==> src/rtl/vga_pkg.sv <==
// Shared raster timing defaults and the frame-update handshake state type.
package vga_pkg;

   localparam int unsigned CNT_W     = 10;

   localparam int unsigned H_VISIBLE = 640;
   localparam int unsigned H_FRONT   = 16;
   localparam int unsigned H_SYNC    = 96;
   localparam int unsigned H_BACK    = 48;
   localparam int unsigned H_TOTAL   = H_VISIBLE + H_FRONT + H_SYNC + H_BACK;

   localparam int unsigned V_VISIBLE = 480;
   localparam int unsigned V_FRONT   = 10;
   localparam int unsigned V_SYNC    = 2;
   localparam int unsigned V_BACK    = 33;
   localparam int unsigned V_TOTAL   = V_VISIBLE + V_FRONT + V_SYNC + V_BACK;

   typedef enum logic {
      IDLE = 1'b0,
      REQ  = 1'b1
   } frame_state_t;

endpackage

==> src/rtl/scan_counter.sv <==
// Modulo-N counter with enable; exposes the next value so callers can register decodes without skew.
module scan_counter
   import vga_pkg::*;
#(
   parameter int unsigned N = 800,
   parameter int unsigned W = CNT_W
) (
   input  logic         clk,
   input  logic         rst,
   input  logic         en,
   output logic [W-1:0] count,
   output logic [W-1:0] count_next,
   output logic         wrap
);

   always_comb begin
      wrap       = en && (count == W'(N - 1));
      count_next = count;
      if (wrap)
         count_next = '0;
      else if (en)
         count_next = count + W'(1);
   end

   always_ff @(posedge clk or posedge rst) begin
      if (rst)
         count <= '0;
      else
         count <= count_next;
   end

endmodule

==> src/rtl/vga_scan_generator.sv <==
// VGA raster scan: pixel enable, DrawX/DrawY, syncs/blank and the per-frame update handshake.
module vga_scan_generator #(
   parameter int unsigned H_VISIBLE = vga_pkg::H_VISIBLE,
   parameter int unsigned H_FRONT   = vga_pkg::H_FRONT,
   parameter int unsigned H_SYNC    = vga_pkg::H_SYNC,
   parameter int unsigned H_BACK    = vga_pkg::H_BACK,
   parameter int unsigned V_VISIBLE = vga_pkg::V_VISIBLE,
   parameter int unsigned V_FRONT   = vga_pkg::V_FRONT,
   parameter int unsigned V_SYNC    = vga_pkg::V_SYNC,
   parameter int unsigned V_BACK    = vga_pkg::V_BACK
) (
   input  logic       Clk,
   input  logic       Reset,
   input  logic       frame_ack,
   output logic       pixel_clk,
   output logic [9:0] DrawX,
   output logic [9:0] DrawY,
   output logic       hs,
   output logic       vs,
   output logic       blank,
   output logic       sync,
   output logic       line_start,
   output logic       frame_start,
   output logic       frame_req,
   output logic [7:0] overrun_cnt
);

   localparam int unsigned H_TOTAL = H_VISIBLE + H_FRONT + H_SYNC + H_BACK;
   localparam int unsigned V_TOTAL = V_VISIBLE + V_FRONT + V_SYNC + V_BACK;

   if (H_TOTAL > 1024 || V_TOTAL > 1024) begin : g_bad_timing
      $error("vga_scan_generator: H_TOTAL/V_TOTAL must not exceed 1024");
   end

   localparam logic [9:0] HS_START = 10'(H_VISIBLE + H_FRONT);
   localparam logic [9:0] HS_END   = 10'(H_VISIBLE + H_FRONT + H_SYNC);
   localparam logic [9:0] VS_START = 10'(V_VISIBLE + V_FRONT);
   localparam logic [9:0] VS_END   = 10'(V_VISIBLE + V_FRONT + V_SYNC);
   localparam logic [9:0] H_VIS    = 10'(H_VISIBLE);
   localparam logic [9:0] V_VIS    = 10'(V_VISIBLE);

   logic                  pix_en;
   logic [9:0]            x_next;
   logic [9:0]            y_next;
   logic                  x_wrap;
   logic                  y_wrap;
   vga_pkg::frame_state_t state;

   assign pix_en = pixel_clk;
   assign sync   = 1'b0;

   scan_counter #(.N(H_TOTAL), .W(10)) u_h_cnt (
      .clk        (Clk),
      .rst        (Reset),
      .en         (pix_en),
      .count      (DrawX),
      .count_next (x_next),
      .wrap       (x_wrap)
   );

   scan_counter #(.N(V_TOTAL), .W(10)) u_v_cnt (
      .clk        (Clk),
      .rst        (Reset),
      .en         (x_wrap),
      .count      (DrawY),
      .count_next (y_next),
      .wrap       (y_wrap)
   );

   // The vertical counter may only wrap at the frame corner, together with DrawX.
   assert property (@(posedge Clk) disable iff (Reset) y_wrap |-> x_wrap);

   // Decodes use the counters' next values so they change on the same edge as DrawX/DrawY.
   always_ff @(posedge Clk or posedge Reset) begin
      if (Reset) begin
         pixel_clk   <= 1'b0;
         hs          <= 1'b1;
         vs          <= 1'b1;
         blank       <= 1'b0;
         line_start  <= 1'b0;
         frame_start <= 1'b0;
      end else begin
         pixel_clk   <= ~pixel_clk;
         hs          <= !((x_next >= HS_START) && (x_next < HS_END));
         vs          <= !((y_next >= VS_START) && (y_next < VS_END));
         blank       <= (x_next < H_VIS) && (y_next < V_VIS);
         line_start  <= x_wrap;
         frame_start <= x_wrap && (y_next == V_VIS);
      end
   end

   // In REQ, a coincident ack retires the old frame while the new frame_start re-arms the request.
   always_ff @(posedge Clk or posedge Reset) begin
      if (Reset) begin
         state       <= vga_pkg::IDLE;
         frame_req   <= 1'b0;
         overrun_cnt <= '0;
      end else begin
         case (state)
            vga_pkg::IDLE: begin
               if (frame_start) begin
                  state     <= vga_pkg::REQ;
                  frame_req <= 1'b1;
               end
            end
            vga_pkg::REQ: begin
               if (frame_start) begin
                  if (!frame_ack && (overrun_cnt != '1))
                     overrun_cnt <= overrun_cnt + 8'd1;
               end else if (frame_ack) begin
                  state     <= vga_pkg::IDLE;
                  frame_req <= 1'b0;
               end
            end
            default: begin
               state     <= vga_pkg::IDLE;
               frame_req <= 1'b0;
            end
         endcase
      end
   end

endmodule

==> config.mk <==
export PLATFORM = sky130hd
export DESIGN_NAME = vga_scan_generator
export DESIGN_NICKNAME = d
export VERILOG_FILES = /design/src/rtl/vga_pkg.sv /design/src/rtl/scan_counter.sv /design/src/rtl/vga_scan_generator.sv
export SDC_FILE = /design/constraint.sdc
export NUM_CORES = 1
export LEC_CHECK = 0
export BUFFER_PORTS_ARGS = -buffer_cell sky130_fd_sc_hd__buf_2
export CAP_MARGIN = 20
export CORE_MARGIN = 10
export CORE_UTILIZATION = 35
export DETAILED_ROUTE_END_ITERATION = 16
export GPL_TIMING_DRIVEN = 0
export SLEW_MARGIN = 20
export SYNTH_ARGS = -nofsm -noshare
export SYNTH_HDL_FRONTEND = slang
export SYNTH_SLANG_ARGS = --single-unit
==> constraint.sdc <==
create_clock -name Clk -period 4.5 [get_ports Clk]
set_input_delay 0.675 -clock Clk [delete_from_list [all_inputs] [get_ports Clk]]
set_output_delay 0.675 -clock Clk [all_outputs]
set_load 0.005 [all_outputs]
* After elaboration in Yosys (flattened, before gate mapping)
Cells that the tools add are included.
Word-level totals: register bits after elaboration 36, word-level logic and storage cells 53, input bits 3, output and inout bits 36
Cells by class: muxes and demuxes 12, reduce and logical (&&, ||, !) cells 12, equality and inequality tests 7, bitwise logic cells 2, $add $sub $neg 3, $lt $le $gt $ge 6
Operators with widths (count):
- 2-to-1 mux 10 bit | 4
- adder 10 x 1 -> 10 bit, second input constant | 2
- == test 10 bit, second input constant | 2
- < comparator 10 bit, second input constant | 2
- < comparator 10 x 9 -> 1 bit, second input constant | 2
- == test 10 x 9 -> 1 bit, second input constant | 1
- >= comparator 10 bit, second input constant | 1
- >= comparator 10 x 9 -> 1 bit, second input constant | 1
- adder 8 x 1 -> 8 bit, second input constant | 1
- != test 8 bit, second input constant | 1
- logical AND 1 bit | 7
- 2-to-1 mux 1 bit | 6
- != test 2 bit, second input constant | 3
- AND reduction 3 bit | 2
- one-hot mux 1 bit (2 select lines) | 2
- zero test 1 bit | 3
- inverter 1 bit | 2

* Logic depth before layout (Yosys ltp)
Gate-level depths: netlist (run 1).
depth in word-level cells 7, depth in mapped cells 8

* Hierarchy
A second synthesis (run 1) with hierarchy kept.
Unflattened totals: cell total of the unflattened synthesis 166, area total of the unflattened synthesis 1766.7 µm²
By module, submodules not included:
- vga_scan_generator | area each 735.7 µm², times used 1, sequential area each 402.9 µm², cells each 66
- scan_counter at u_v_cnt | area each 533.0 µm², times used 1, sequential area each 250.2 µm², cells each 50
- scan_counter at u_h_cnt | area each 498.0 µm², times used 1, sequential area each 250.2 µm², cells each 50

* Worst setup path before layout (run 1)
Ideal clock, no wire load.
path kind register -> register, start register u_h_cnt.count[0], end register vs, stages on the path, launching flop included 9, arrival time 1983 ps, buffers on the path 1, setup time 88 ps, setup slack 2429 ps, cells stage by stage dfrtp_1 ha_1 and4_4 nand4_4 buf_6 nor3_1 xnor2_1 o311ai_1 or3_1
Between the ends: longest elaborated chain between the ends 7, elaborated cells between the ends (all ways) 9
RTL lines:
- start, declared | line scan_counter.sv:11 | output logic [W-1:0] count,
- start signal, assigned | line scan_counter.sv:29 | count <= count_next;
- == test 10 bit (*) | line scan_counter.sv:17 | wrap = en && (count == W'(N - 1));
- logical AND 1 bit (*) | line scan_counter.sv:17
- 2-to-1 mux 10 bit / logical AND 1 bit (equally long branches) | line scan_counter.sv:21, scan_counter.sv:17
- 2-to-1 mux 10 bit (*) | line scan_counter.sv:19 | if (wrap)
- >= comparator 10 x 9 -> 1 bit / < comparator 10 x 9 -> 1 bit (equally long branches) | line vga_scan_generator.sv:85 | vs <= !((y_next >= VS_START) && (y_next < VS_END));
- logical AND 1 bit (*) | line vga_scan_generator.sv:85
- zero test 1 bit (*) | line vga_scan_generator.sv:85
- end signal, assigned | line vga_scan_generator.sv:85
- end, declared | line vga_scan_generator.sv:19 | output logic vs,
Every way passes the cells marked *; elsewhere a longest branch is shown, timed or not. A chain may end at the register's enable or synchronous reset.

* Worst setup path in the final report (run 1)
Same ends and word-level chain as after synthesis.

==> run_summary.xml, run 1 <==
<?xml version="1.0" encoding="UTF-8"?>
<metrics>
  <group name="synthesis">
    <metric name="syn-num-nets" unit="">193</metric>
    <metric name="synth_largest_type_area_fraction" unit="">0.442</metric>
    <metric name="ys_types" unit="">48</metric>
    <metric name="synth_warnings" unit="">0</metric>
    <metric name="synthTopCellsByArea" unit="">sky130_fd_sc_hd__dfrtp_1, sky130_fd_sc_hd__xnor2_1, sky130_fd_sc_hd__nand2_1</metric>
    <metric name="postSynthRegisterBits" unit="">36</metric>
    <metric name="yosysMostFrequentCell" unit="">sky130_fd_sc_hd__dfrtp_1</metric>
    <metric name="synth_edf_count" unit="">0</metric>
    <metric name="yosysSeqAreaShare" unit="">0.469</metric>
    <metric name="synth_top_flop_cell" unit="">sky130_fd_sc_hd__dfrtp_1</metric>
    <metric name="synth_async_sr_flop_share" unit="">1.00</metric>
    <metric name="synth_cells" unit="">185</metric>
    <metric name="netlist.top_cell.by_area" unit="">sky130_fd_sc_hd__dfrtp_1</metric>
    <metric name="syn-mean-instance-area" unit="um^2">10.4</metric>
    <metric name="synthesis.area" unit="um^2">1930</metric>
    <metric name="top_post_synthesis_cells_by_count" unit="">sky130_fd_sc_hd__dfrtp_1, sky130_fd_sc_hd__nand2_1, sky130_fd_sc_hd__nor2_1</metric>
  </group>
  <group name="setup_path">
    <metric name="worstSetupPathDepth" unit="">8</metric>
    <metric name="ff2ff_setup_slack" unit="ps">2220</metric>
    <metric name="rr_worst_depth" unit="">8</metric>
    <metric name="crit_path_max_incr_delay" unit="ps">420</metric>
    <metric name="cells_along_the_critical_path" unit="">ha_1 &gt; and4_4 &gt; nand4_4 &gt; buf_6 &gt; nor3_1 &gt; xnor2_1 &gt; o311ai_1 &gt; or3_1</metric>
    <metric name="cp-start-kind" unit="">flop</metric>
    <metric name="reg2reg_to" unit="">vs$_DFF_PP1_</metric>
    <metric name="critPathMaxFanout" unit="">10</metric>
    <metric name="cpLargestDelayFamily" unit="">simple AND/OR/NAND/NOR gates</metric>
    <metric name="critPathBufInv" unit="">1</metric>
    <metric name="criticalPathCategory" unit="">flop to flop</metric>
    <metric name="wp_data_required" unit="ps">4700</metric>
    <metric name="r2r_start" unit="">u_h_cnt.count[0]$_DFF_PP0_</metric>
    <metric name="slowest_stage" unit="">sky130_fd_sc_hd__dfrtp_1</metric>
    <metric name="setup.worst_path.end_class" unit="">flop</metric>
    <metric name="worst_ep_arrival_time" unit="ps">2480</metric>
  </group>
  <group name="drt">
    <metric name="detailed_route_via_count" unit="">1488</metric>
    <metric name="drt_pre_antenna_iters" unit="">5</metric>
    <metric name="drc" unit="">0</metric>
    <metric name="drt_iter0_drc" unit="">81</metric>
    <metric name="postRouteWirelength" unit="mm">4.17</metric>
    <metric name="drt.antenna.violating_nets" unit="">0</metric>
    <metric name="via_per_instance_ratio" unit="">4.94</metric>
    <metric name="avgRoutedWirePerCell" unit="um">13.8</metric>
  </group>
  <group name="clock_tree">
    <metric name="cts_tree" unit="">built</metric>
    <metric name="postCtsResizedCells" unit="">0</metric>
    <metric name="clockRootBuffer" unit="">sky130_fd_sc_hd__clkbuf_8</metric>
    <metric name="clk_path_buf_depth" unit="">2</metric>
    <metric name="clock_insertion_delay_worst_skew" unit="ps">280</metric>
    <metric name="postcts_setup_bufs" unit="">0</metric>
    <metric name="cts_made_buffers" unit="">5</metric>
    <metric name="holdBufCountCts" unit="">0</metric>
    <metric name="cts.clk_slew.worst_paths" unit="ps">70</metric>
    <metric name="clock_tree.htree_level_count" unit="">2</metric>
    <metric name="clock_sink_count" unit="">36</metric>
  </group>
  <group name="sta">
    <metric name="timing_max_transition_violations_final" unit="">0</metric>
    <metric name="tns" unit="ps">0</metric>
    <metric name="final_period_minus_worst_setup_slack" unit="ps">2280</metric>
    <metric name="fin_crit_sh" unit="">0.506</metric>
    <metric name="highest_clock_frequency_the_design_can_meet" unit="MHz">439</metric>
    <metric name="final-hold-violation-count" unit="">0</metric>
    <metric name="clock_skew" unit="ps">2.94</metric>
    <metric name="max_slew.worst_pin.slew" unit="ps">497</metric>
    <metric name="timing.slew.headroom" unit="">0.666</metric>
    <metric name="post-route-worst-setup-slack" unit="ps">2220</metric>
    <metric name="setup_viol" unit="">0</metric>
    <metric name="rsz0062_at_grt" unit="">no</metric>
  </group>
  <group name="die">
    <metric name="dieArea" unit="um^2">8870</metric>
    <metric name="top_level_ports" unit="">39</metric>
    <metric name="die_width" unit="um">94.2</metric>
    <metric name="effective_utilization_at_floorplan" unit="">0.368</metric>
    <metric name="core" unit="um^2">5240</metric>
    <metric name="placementRows" unit="">26</metric>
    <metric name="die_h" unit="um">94.2</metric>
  </group>
  <group name="layout">
    <metric name="antennaDiodeCount" unit="">0</metric>
    <metric name="final_net_count" unit="">238</metric>
    <metric name="drive_gt1_frac" unit="">0.281</metric>
    <metric name="areaGrowthSynthToFinish" unit="%">20.4</metric>
    <metric name="filler_cells_inserted" unit="">503</metric>
  </group>
  <group name="outcome">
    <metric name="run_status" unit="">finished, final reports clean</metric>
  </group>
  <group name="global_route">
    <metric name="grt-ovfl-total" unit="">0</metric>
    <metric name="overall_fraction_of_global_route_tracks_in_use" unit="">0.0978</metric>
    <metric name="grt_pass1_wl" unit="mm">7.04</metric>
    <metric name="first_global_vias" unit="">1447</metric>
    <metric name="grt_antenna_before_repair" unit="">0</metric>
    <metric name="grt_max_degree" unit="">29</metric>
  </group>
  <group name="placement">
    <metric name="detailedPlacementHpwl" unit="mm">3.11</metric>
    <metric name="place_ws" unit="ps">2230</metric>
    <metric name="place.gp.congestion" unit="">0.809</metric>
    <metric name="place.port_buffers" unit="">37</metric>
  </group>
  <group name="power">
    <metric name="peak_vdd_ir" unit="uV">132</metric>
    <metric name="leakagePower" unit="nW">1.13</metric>
    <metric name="power_density" unit="nW/um^2">253</metric>
  </group>
  <group name="hold_path">
    <metric name="min_path_type" unit="">input pin to asynchronous set/reset pin</metric>
  </group>
  <group name="flow_run">
    <metric name="maximum_capacitance_violations" unit="">0</metric>
  </group>
</metrics>
==> state kept, by name (all words and copies together), names as in the netlist <==
register and count:
u_h_cnt.count 10, u_v_cnt.count 10, overrun_cnt 8, blank 1
frame_req 1, frame_start 1, hs 1, line_start 1
pixel_clk 1, state 1, vs 1
==> report_power, final <==
| part | total, mW | switching (mW) | internal (mW) |
|---|---|---|---|
| Clock | 0.252 | 0.112 | 0.140 |
| Combinational | 0.0106 | 0.00753 | 0.00307 |
| Sequential | 0.323 | 0 | 0.323 |
| Total | 0.586 | 0.120 | 0.466 |
==> how the worst max path moves through the flow <==
stage	slack, ps	startpoint	endpoint
after CTS	2210	u_h_cnt.count[0]$_DFF_PP0_	vs$_DFF_PP1_
after detailed placement	2230	u_h_cnt.count[0]$_DFF_PP0_	vs$_DFF_PP1_
after global placement	2210	u_h_cnt.count[0]$_DFF_PP0_	vs$_DFF_PP1_
final	2220	u_h_cnt.count[0]$_DFF_PP0_	vs$_DFF_PP1_
after global routing	2080	u_h_cnt.count[0]$_DFF_PP0_	vs$_DFF_PP1_
after floorplan	2430	u_h_cnt.count[0]$_DFF_PP0_	vs$_DFF_PP1_
==> cell usage in the layout, fill, tap and decap left out, types with 3 or more instances in the layout <==
cell / n
sky130_fd_sc_hd__buf_2: 37
sky130_fd_sc_hd__clkbuf_1: 5
sky130_fd_sc_hd__clkbuf_8: 7
sky130_fd_sc_hd__dfrtp_1: 34
sky130_fd_sc_hd__ha_1: 5
sky130_fd_sc_hd__inv_1: 6
sky130_fd_sc_hd__nand2_1: 21
sky130_fd_sc_hd__nand3_1: 3
sky130_fd_sc_hd__nand4_1: 9
sky130_fd_sc_hd__nor2_1: 17
sky130_fd_sc_hd__nor3_1: 6
sky130_fd_sc_hd__nor4_1: 4
sky130_fd_sc_hd__o21ai_0: 6
sky130_fd_sc_hd__or3_1: 3
sky130_fd_sc_hd__xnor2_1: 12
sky130_fd_sc_hd__xor2_1: 8
==> cell families (layout without fill, tap and decap cells) <==
| logic type | Yosys count | count (layout) | share of synthesized area |
|---|---|---|---|
| other | 1 | 1 | 0.00195 |
| buffers and inverters | 16 | 62 | 0.0429 |
| AND/OR/NAND/NOR | 77 | 77 | 0.233 |
| multiplexers | 4 | 4 | 0.0221 |
| XOR/XNOR | 22 | 22 | 0.108 |
| flip-flops | 36 | 36 | 0.469 |
| adder cells (fa/ha/maj) | 5 | 5 | 0.0325 |
| AO/OA/AOI/OAI | 24 | 24 | 0.0909 |
==> through the flow <==
stage	instances	hold WS [ps]	util	power, mW	cell area [um^2]
6_report	301	298	0.443	0.586	2320
5_1_grt	301	297	0.443	0.613	2320
3_5_place_dp	293	485	0.424	0.341	2220
3_3_place_gp	292	473	0.420	0.339	2200
4_1_cts	301	297	0.443	0.596	2320
2_1_floorplan	185	462	-	0.336	1930
==> layer usage <==
metal,track usage,wire length [um]
met1,0.120,1940
met2,0.152,1860
met3,0.0376,314
met4,0.0342,53
met5,0,0
==> layout make-up <==
cell class                      count  area, um^2  area share
Buffer                              8        52.6      0.0227
Multi-Input combinational cell    133         941       0.406
Tap cell                           70        87.6      0.0378
Inverter                            8        30.0      0.0129
Timing Repair Buffer               38         205      0.0885
Sequential cell                    36         903       0.389
Clock buffer                        8         100      0.0432
No activity file was read; power rests on OpenSTA's default activity.
==> run 2, diff against run 1 <==
clock period = 2.03 ns   (was 4.5 ns; I/O delays follow)
==> run_summary.xml, run 2 (synthesis gave the netlist of run 1 again) <==
<?xml version="1.0" encoding="UTF-8"?>
<metrics>
  <group name="sta">
    <metric name="final_period_minus_worst_setup_slack" unit="ps">2020</metric>
    <metric name="rsz0062_at_grt" unit="">yes</metric>
    <metric name="fin_crit_sh" unit="">0.997</metric>
    <metric name="timing_max_transition_violations_final" unit="">0</metric>
    <metric name="post-route-worst-setup-slack" unit="ps">6.17</metric>
    <metric name="tns" unit="ps">0</metric>
    <metric name="highest_clock_frequency_the_design_can_meet" unit="MHz">494</metric>
    <metric name="clock_skew" unit="ps">5.18</metric>
    <metric name="setup_viol" unit="">0</metric>
    <metric name="max_slew.worst_pin.slew" unit="ps">489</metric>
    <metric name="final-hold-violation-count" unit="">0</metric>
    <metric name="timing.slew.headroom" unit="">0.671</metric>
  </group>
  <group name="layout">
    <metric name="layout.cells.most_common_list" unit="">sky130_fd_sc_hd__buf_2, sky130_fd_sc_hd__dfrtp_1, sky130_fd_sc_hd__nand2_1</metric>
    <metric name="drive_gt1_frac" unit="">0.389</metric>
    <metric name="multi_input_comb_area" unit="um^2">991</metric>
    <metric name="areaGrowthSynthToFinish" unit="%">32.1</metric>
    <metric name="instances_no_fill" unit="">317</metric>
    <metric name="final_net_count" unit="">254</metric>
    <metric name="stdcell_area" unit="um^2">2540</metric>
    <metric name="sequential_cell_area" unit="um^2">906</metric>
    <metric name="filler_cells_inserted" unit="">482</metric>
    <metric name="largest_regs" unit="">u_h_cnt.count: 10 flops, u_v_cnt.count: 10 flops, overrun_cnt: 8 flops</metric>
    <metric name="final_common_cell" unit="">sky130_fd_sc_hd__buf_2</metric>
    <metric name="antennaDiodeCount" unit="">0</metric>
  </group>
  <group name="clock_tree">
    <metric name="clockRootBuffer" unit="">sky130_fd_sc_hd__clkbuf_8</metric>
    <metric name="clk_path_buf_depth" unit="">2</metric>
    <metric name="clock_insertion_delay_worst_skew" unit="ps">290</metric>
    <metric name="clock_sink_count" unit="">36</metric>
    <metric name="cts_tree" unit="">built</metric>
    <metric name="clock_tree.htree_level_count" unit="">2</metric>
    <metric name="cts.clk_slew.worst_paths" unit="ps">80</metric>
    <metric name="cts_made_buffers" unit="">5</metric>
  </group>
  <group name="placement">
    <metric name="place.port_buffers" unit="">37</metric>
    <metric name="place_ws" unit="ps">-220</metric>
    <metric name="place.detailed.instances" unit="">293</metric>
    <metric name="place.gp.congestion" unit="">0.842</metric>
    <metric name="detailedPlacementHpwl" unit="mm">3.15</metric>
    <metric name="placedInstanceArea" unit="um^2">2220</metric>
  </group>
  <group name="die">
    <metric name="core" unit="um^2">5240</metric>
    <metric name="top_level_ports" unit="">39</metric>
    <metric name="die_width" unit="um">94.2</metric>
    <metric name="placementRows" unit="">26</metric>
    <metric name="dieArea" unit="um^2">8870</metric>
    <metric name="effective_utilization_at_floorplan" unit="">0.368</metric>
    <metric name="die_h" unit="um">94.2</metric>
  </group>
  <group name="setup_path">
    <metric name="worst_ep_arrival_time" unit="ps">2230</metric>
    <metric name="rr_worst_depth" unit="">8</metric>
    <metric name="criticalPathCategory" unit="">flop to flop</metric>
    <metric name="ff2ff_setup_slack" unit="ps">6</metric>
    <metric name="r2r_start" unit="">u_h_cnt.count[1]$_DFF_PP0_</metric>
    <metric name="wp_data_required" unit="ps">2240</metric>
    <metric name="setup.worst_path.end_class" unit="">flop</metric>
    <metric name="cp-start-kind" unit="">flop</metric>
    <metric name="reg2reg_to" unit="">vs$_DFF_PP1_</metric>
    <metric name="critPathMaxFanout" unit="">6</metric>
  </group>
  <group name="global_route">
    <metric name="first_global_vias" unit="">1591</metric>
    <metric name="grt_pass1_wl" unit="mm">7.60</metric>
    <metric name="grt_antenna_before_repair" unit="">0</metric>
    <metric name="overall_fraction_of_global_route_tracks_in_use" unit="">0.107</metric>
    <metric name="grt-ovfl-total" unit="">0</metric>
    <metric name="grt_max_degree" unit="">29</metric>
  </group>
  <group name="hold_path">
    <metric name="cell_depth_of_the_worst_hold_path" unit="">3</metric>
    <metric name="holdPathEnd" unit="">state$_DFF_PP0_</metric>
    <metric name="hold_start" unit="">frame_ack</metric>
    <metric name="min_path_type" unit="">input pin to flop</metric>
  </group>
  <group name="power">
    <metric name="seq_power_share" unit="">0.519</metric>
    <metric name="share_clk_of_total_power" unit="">0.462</metric>
    <metric name="p_switching" unit="mW">0.291</metric>
    <metric name="power_report.internal_total" unit="mW">1.09</metric>
    <metric name="peak_vdd_ir" unit="uV">253</metric>
    <metric name="swShare" unit="">0.211</metric>
    <metric name="power_density" unit="nW/um^2">542</metric>
    <metric name="leakagePower" unit="nW">1.26</metric>
    <metric name="power.combinational.fraction" unit="">0.018</metric>
  </group>
  <group name="drt">
    <metric name="drt_iter0_drc" unit="">27</metric>
    <metric name="via_per_instance_ratio" unit="">4.78</metric>
    <metric name="drc" unit="">0</metric>
    <metric name="detailed_route_via_count" unit="">1515</metric>
    <metric name="avgRoutedWirePerCell" unit="um">14.4</metric>
    <metric name="drt.antenna.violating_nets" unit="">0</metric>
    <metric name="postRouteWirelength" unit="mm">4.57</metric>
    <metric name="drt_pre_antenna_iters" unit="">4</metric>
  </group>
  <group name="outcome">
    <metric name="run_status" unit="">finished, final reports clean</metric>
  </group>
  <group name="flow_run">
    <metric name="maximum_capacitance_violations" unit="">0</metric>
  </group>
</metrics>
## run 2: worst max path at each step
stage	cells after the start	endpoint	from
finish	8	vs$_DFF_PP1_	u_h_cnt.count[1]$_DFF_PP0_
CTS	9	vs$_DFF_PP1_	u_h_cnt.count[1]$_DFF_PP0_
floorplan	8	vs$_DFF_PP1_	u_h_cnt.count[0]$_DFF_PP0_
detailed placement	8	vs$_DFF_PP1_	u_h_cnt.count[0]$_DFF_PP0_
global placement	8	vs$_DFF_PP1_	u_h_cnt.count[0]$_DFF_PP0_
global route	9	vs$_DFF_PP1_	u_h_cnt.count[1]$_DFF_PP0_
## run 2: worst max-delay path: stages (launching register included)
cell                       delay, ps
sky130_fd_sc_hd__dfrtp_1         360
sky130_fd_sc_hd__ha_2            180
sky130_fd_sc_hd__and4_4          220
sky130_fd_sc_hd__nand4_4         120
sky130_fd_sc_hd__inv_2           140
sky130_fd_sc_hd__nand3b_1        140
sky130_fd_sc_hd__nor3_1          250
sky130_fd_sc_hd__o311ai_2        150
sky130_fd_sc_hd__or3_1           380
## run 2: power groups by stage
| stage | clock, mW | combinational [mW] | sequential [mW] |
|---|---|---|---|
| 2_1_floorplan | 0 | 0.0130 | 0.731 |
| 3_3_place_gp | 0 | 0.0199 | 0.731 |
| 3_5_place_dp | 0 | 0.0251 | 0.731 |
| 4_1_cts | 0.662 | 0.0265 | 0.717 |
| 5_1_grt | 0.690 | 0.0292 | 0.717 |
| 6_report | 0.638 | 0.0249 | 0.717 |
## run 2: final cells by class
cell class,instances,area share
clock inverters,3,0.0167
multi-input cells,133,0.389
repair buffers,57,0.149
inverters,8,0.0118
plain buffers,5,0.0157
well taps,70,0.0344
flip-flops and latches,36,0.356
clock buffers,5,0.0270
## run 2: timing repair
action                     4_1_cts  5_1_grt
setup endpoints to repair        3        4
buffers inserted                13        4
hold endpoints to repair         7        0
gates cloned                     1        0
hold buffers                     1        0
resized for setup                6       13
pin swaps                       12        7
## run 2: metal layers
metal	share of wire	routed length, um	up-vias	track usage
met3	0.049	223	7	0.0328
met2	0.47	2140	29	0.171
met4	0.017	79	0	0.0456
met5	0	0	-	0
met1	0.47	2130	707	0.128
li1	-	-	772	-
## run 2: stage by stage
step	total power, mW	utilization	hold WS [ps]
after CTS	1.40	0.478	324
after detailed placement	0.756	0.425	238
after global placement	0.751	0.421	472
final	1.38	0.486	327
after floorplan	0.744	-	462
after global routing	1.44	0.486	343
==> run 3, diff against run 2 <==
CAP_MARGIN = 0   (was 20)
CTS_CLUSTER_SIZE = 24   (was default)
MAX_ROUTING_LAYER = met4   (was default)
==> run_summary.xml, run 3 (synthesis gave the netlist of run 1 again) <==
<?xml version="1.0" encoding="UTF-8"?>
<metrics>
  <group name="outcome">
    <metric name="run_status" unit="">finished, final reports clean</metric>
  </group>
  <group name="sta">
    <metric name="fin_crit_sh" unit="">0.998</metric>
    <metric name="highest_clock_frequency_the_design_can_meet" unit="MHz">494</metric>
    <metric name="hold_ws" unit="ps">327</metric>
    <metric name="clock_skew" unit="ps">3.33</metric>
    <metric name="timing_max_transition_violations_final" unit="">0</metric>
    <metric name="rsz0062_at_grt" unit="">yes</metric>
    <metric name="max_slew.worst_pin.slew" unit="ps">490</metric>
    <metric name="timing.slew.headroom" unit="">0.670</metric>
    <metric name="final_period_minus_worst_setup_slack" unit="ps">2030</metric>
    <metric name="tns" unit="ps">0</metric>
    <metric name="setup_viol" unit="">0</metric>
    <metric name="final-hold-violation-count" unit="">0</metric>
  </group>
  <group name="placement">
    <metric name="place.port_buffers" unit="">37</metric>
    <metric name="place.gp.congestion" unit="">0.855</metric>
    <metric name="detailedPlacementHpwl" unit="mm">3.15</metric>
  </group>
  <group name="die">
    <metric name="dieArea" unit="um^2">8870</metric>
    <metric name="core" unit="um^2">5240</metric>
    <metric name="effective_utilization_at_floorplan" unit="">0.368</metric>
    <metric name="die_h" unit="um">94.2</metric>
    <metric name="placementRows" unit="">26</metric>
    <metric name="top_level_ports" unit="">39</metric>
    <metric name="die_width" unit="um">94.2</metric>
  </group>
  <group name="layout">
    <metric name="drive_gt1_frac" unit="">0.389</metric>
    <metric name="largest_regs" unit="">u_h_cnt.count: 10 flops, u_v_cnt.count: 10 flops, overrun_cnt: 8 flops</metric>
    <metric name="layout.cells.most_common_list" unit="">sky130_fd_sc_hd__buf_2, sky130_fd_sc_hd__dfrtp_1, sky130_fd_sc_hd__nand2_1</metric>
    <metric name="antennaDiodeCount" unit="">0</metric>
    <metric name="final_net_count" unit="">254</metric>
    <metric name="final_common_cell" unit="">sky130_fd_sc_hd__buf_2</metric>
    <metric name="areaGrowthSynthToFinish" unit="%">32.1</metric>
    <metric name="filler_cells_inserted" unit="">482</metric>
  </group>
  <group name="hold_path">
    <metric name="min_path_type" unit="">input pin to flop</metric>
    <metric name="cell_depth_of_the_worst_hold_path" unit="">3</metric>
  </group>
  <group name="power">
    <metric name="p_switching" unit="mW">0.294</metric>
    <metric name="seq_power_share" unit="">0.518</metric>
    <metric name="power_report.internal_total" unit="mW">1.09</metric>
    <metric name="power_density" unit="nW/um^2">543</metric>
    <metric name="power.combinational.fraction" unit="">0.018</metric>
    <metric name="swShare" unit="">0.213</metric>
    <metric name="peak_vdd_ir" unit="uV">253</metric>
    <metric name="share_clk_of_total_power" unit="">0.464</metric>
    <metric name="leakagePower" unit="nW">1.26</metric>
  </group>
  <group name="setup_path">
    <metric name="cells_along_the_critical_path" unit="">ha_2 &gt; and4_4 &gt; nand4_4 &gt; inv_2 &gt; nand3b_1 &gt; nor3_1 &gt; o311ai_2 &gt; or3_1</metric>
    <metric name="cpLargestDelayFamily" unit="">simple AND/OR/NAND/NOR gates</metric>
    <metric name="crit_path_max_incr_delay" unit="ps">380</metric>
    <metric name="criticalPathCategory" unit="">flop to flop</metric>
    <metric name="worstSetupPathDepth" unit="">8</metric>
    <metric name="rr_worst_depth" unit="">8</metric>
    <metric name="worst_ep_arrival_time" unit="ps">2240</metric>
    <metric name="critPathMaxFanout" unit="">6</metric>
    <metric name="critPathBufInv" unit="">1</metric>
    <metric name="setup.worst_path.end_class" unit="">flop</metric>
    <metric name="slowest_stage" unit="">sky130_fd_sc_hd__or3_1</metric>
    <metric name="wp_data_required" unit="ps">2240</metric>
    <metric name="cp-start-kind" unit="">flop</metric>
  </group>
  <group name="global_route">
    <metric name="overall_fraction_of_global_route_tracks_in_use" unit="">0.109</metric>
    <metric name="grt_max_degree" unit="">29</metric>
    <metric name="grt_antenna_before_repair" unit="">0</metric>
    <metric name="grt-ovfl-total" unit="">0</metric>
    <metric name="grt_pass1_wl" unit="mm">7.59</metric>
    <metric name="first_global_vias" unit="">1592</metric>
  </group>
  <group name="clock_tree">
    <metric name="clock_sink_count" unit="">36</metric>
    <metric name="clock_tree.htree_level_count" unit="">2</metric>
    <metric name="cts.clk_slew.worst_paths" unit="ps">80</metric>
    <metric name="clock_insertion_delay_worst_skew" unit="ps">290</metric>
    <metric name="cts_made_buffers" unit="">5</metric>
    <metric name="cts_tree" unit="">built</metric>
    <metric name="clk_path_buf_depth" unit="">2</metric>
    <metric name="clockRootBuffer" unit="">sky130_fd_sc_hd__clkbuf_8</metric>
  </group>
  <group name="drt">
    <metric name="drt_pre_antenna_iters" unit="">4</metric>
    <metric name="avgRoutedWirePerCell" unit="um">14.5</metric>
    <metric name="via_per_instance_ratio" unit="">4.80</metric>
    <metric name="drt_iter0_drc" unit="">28</metric>
    <metric name="postRouteWirelength" unit="mm">4.59</metric>
    <metric name="detailed_route_via_count" unit="">1522</metric>
    <metric name="drc" unit="">0</metric>
    <metric name="drt.antenna.violating_nets" unit="">0</metric>
  </group>
  <group name="flow_run">
    <metric name="maximum_capacitance_violations" unit="">0</metric>
  </group>
</metrics>
[run 3: cell counts in the layout (fill, tap and decap cells not counted)]
Identical to the previous run, type by type.
[run 3: worst reg2reg max path: cells and delay by family, from the launching register on]
| family | cells | cell delay (ps) |
|---|---|---|
| compound gates | 1 | 150 |
| simple gates | 5 | 1110 |
| buf+inv | 1 | 140 |
| fa+ha+maj | 1 | 180 |
| flops | 1 | 360 |
[run 3: per-layer routing]
| metal | share of wire | global-route usage | vias to the layer above | wire length [um] |
|---|---|---|---|---|
| met2 | 0.47 | 0.171 | 32 | 2140 |
| met3 | 0.041 | 0.0288 | 7 | 189 |
| met1 | 0.47 | 0.130 | 712 | 2170 |
| met4 | 0.019 | 0.0456 | 0 | 87 |
| li1 | - | - | 771 | - |
| met5 | 0 | - | - | 0 |
[run 3: repair_timing]
action | in CTS | in global routing
hold endpoints to repair | 7 | 0
resized for setup | 6 | 13
cloned | 1 | 0
pin swaps | 12 | 8
endpoints found under the setup margin | 3 | 4
buffers inserted | 13 | 4
hold buffers | 1 | 0
[run 3: power by group through the flow]
stage	registers, mW	clock network [mW]	logic, mW
2_1_floorplan	0.731	0	0.0130
3_3_place_gp	0.731	0	0.0199
3_5_place_dp	0.731	0	0.0251
4_1_cts	0.717	0.662	0.0265
5_1_grt	0.717	0.690	0.0292
6_report	0.717	0.641	0.0249
[run 3: final timing paths]
check,start,end,slack [ps]
worst max-delay path,u_h_cnt.count[1]$_DFF_PP0_,vs$_DFF_PP1_,4
min in group asynchronous,Reset,u_v_cnt.count[4]$_DFF_PP0_,460
worst min-delay path,frame_ack,state$_DFF_PP0_,330
worst max register to register,u_h_cnt.count[1]$_DFF_PP0_,vs$_DFF_PP1_,4
worst min register to register,frame_start$_DFF_PP0_,state$_DFF_PP0_,490
max in group asynchronous,Reset,hs$_DFF_PP1_,1080
[run 3: area by class of cell]
type	instances	area [um^2]	area share
sequential	36	906	0.356
clock inverter	3	42.5	0.0167
multi-input combinational	133	991	0.389
clock buffer	5	68.8	0.0270
tap	70	87.6	0.0344
inverter	8	30.0	0.0118
buffer	5	40.0	0.0157
timing repair buffer	57	379	0.149
[run 3: metrics by stage]
stage	area (um^2)	util	instances	power, mW	setup WS (ps)
2_1_floorplan	1930	-	185	0.744	24.5
3_3_place_gp	2200	0.421	292	0.751	-219
3_5_place_dp	2220	0.425	293	0.756	-220
4_1_cts	2500	0.478	315	1.40	0.483
5_1_grt	2540	0.486	317	1.44	-97.7
6_report	2540	0.486	317	1.38	4.18
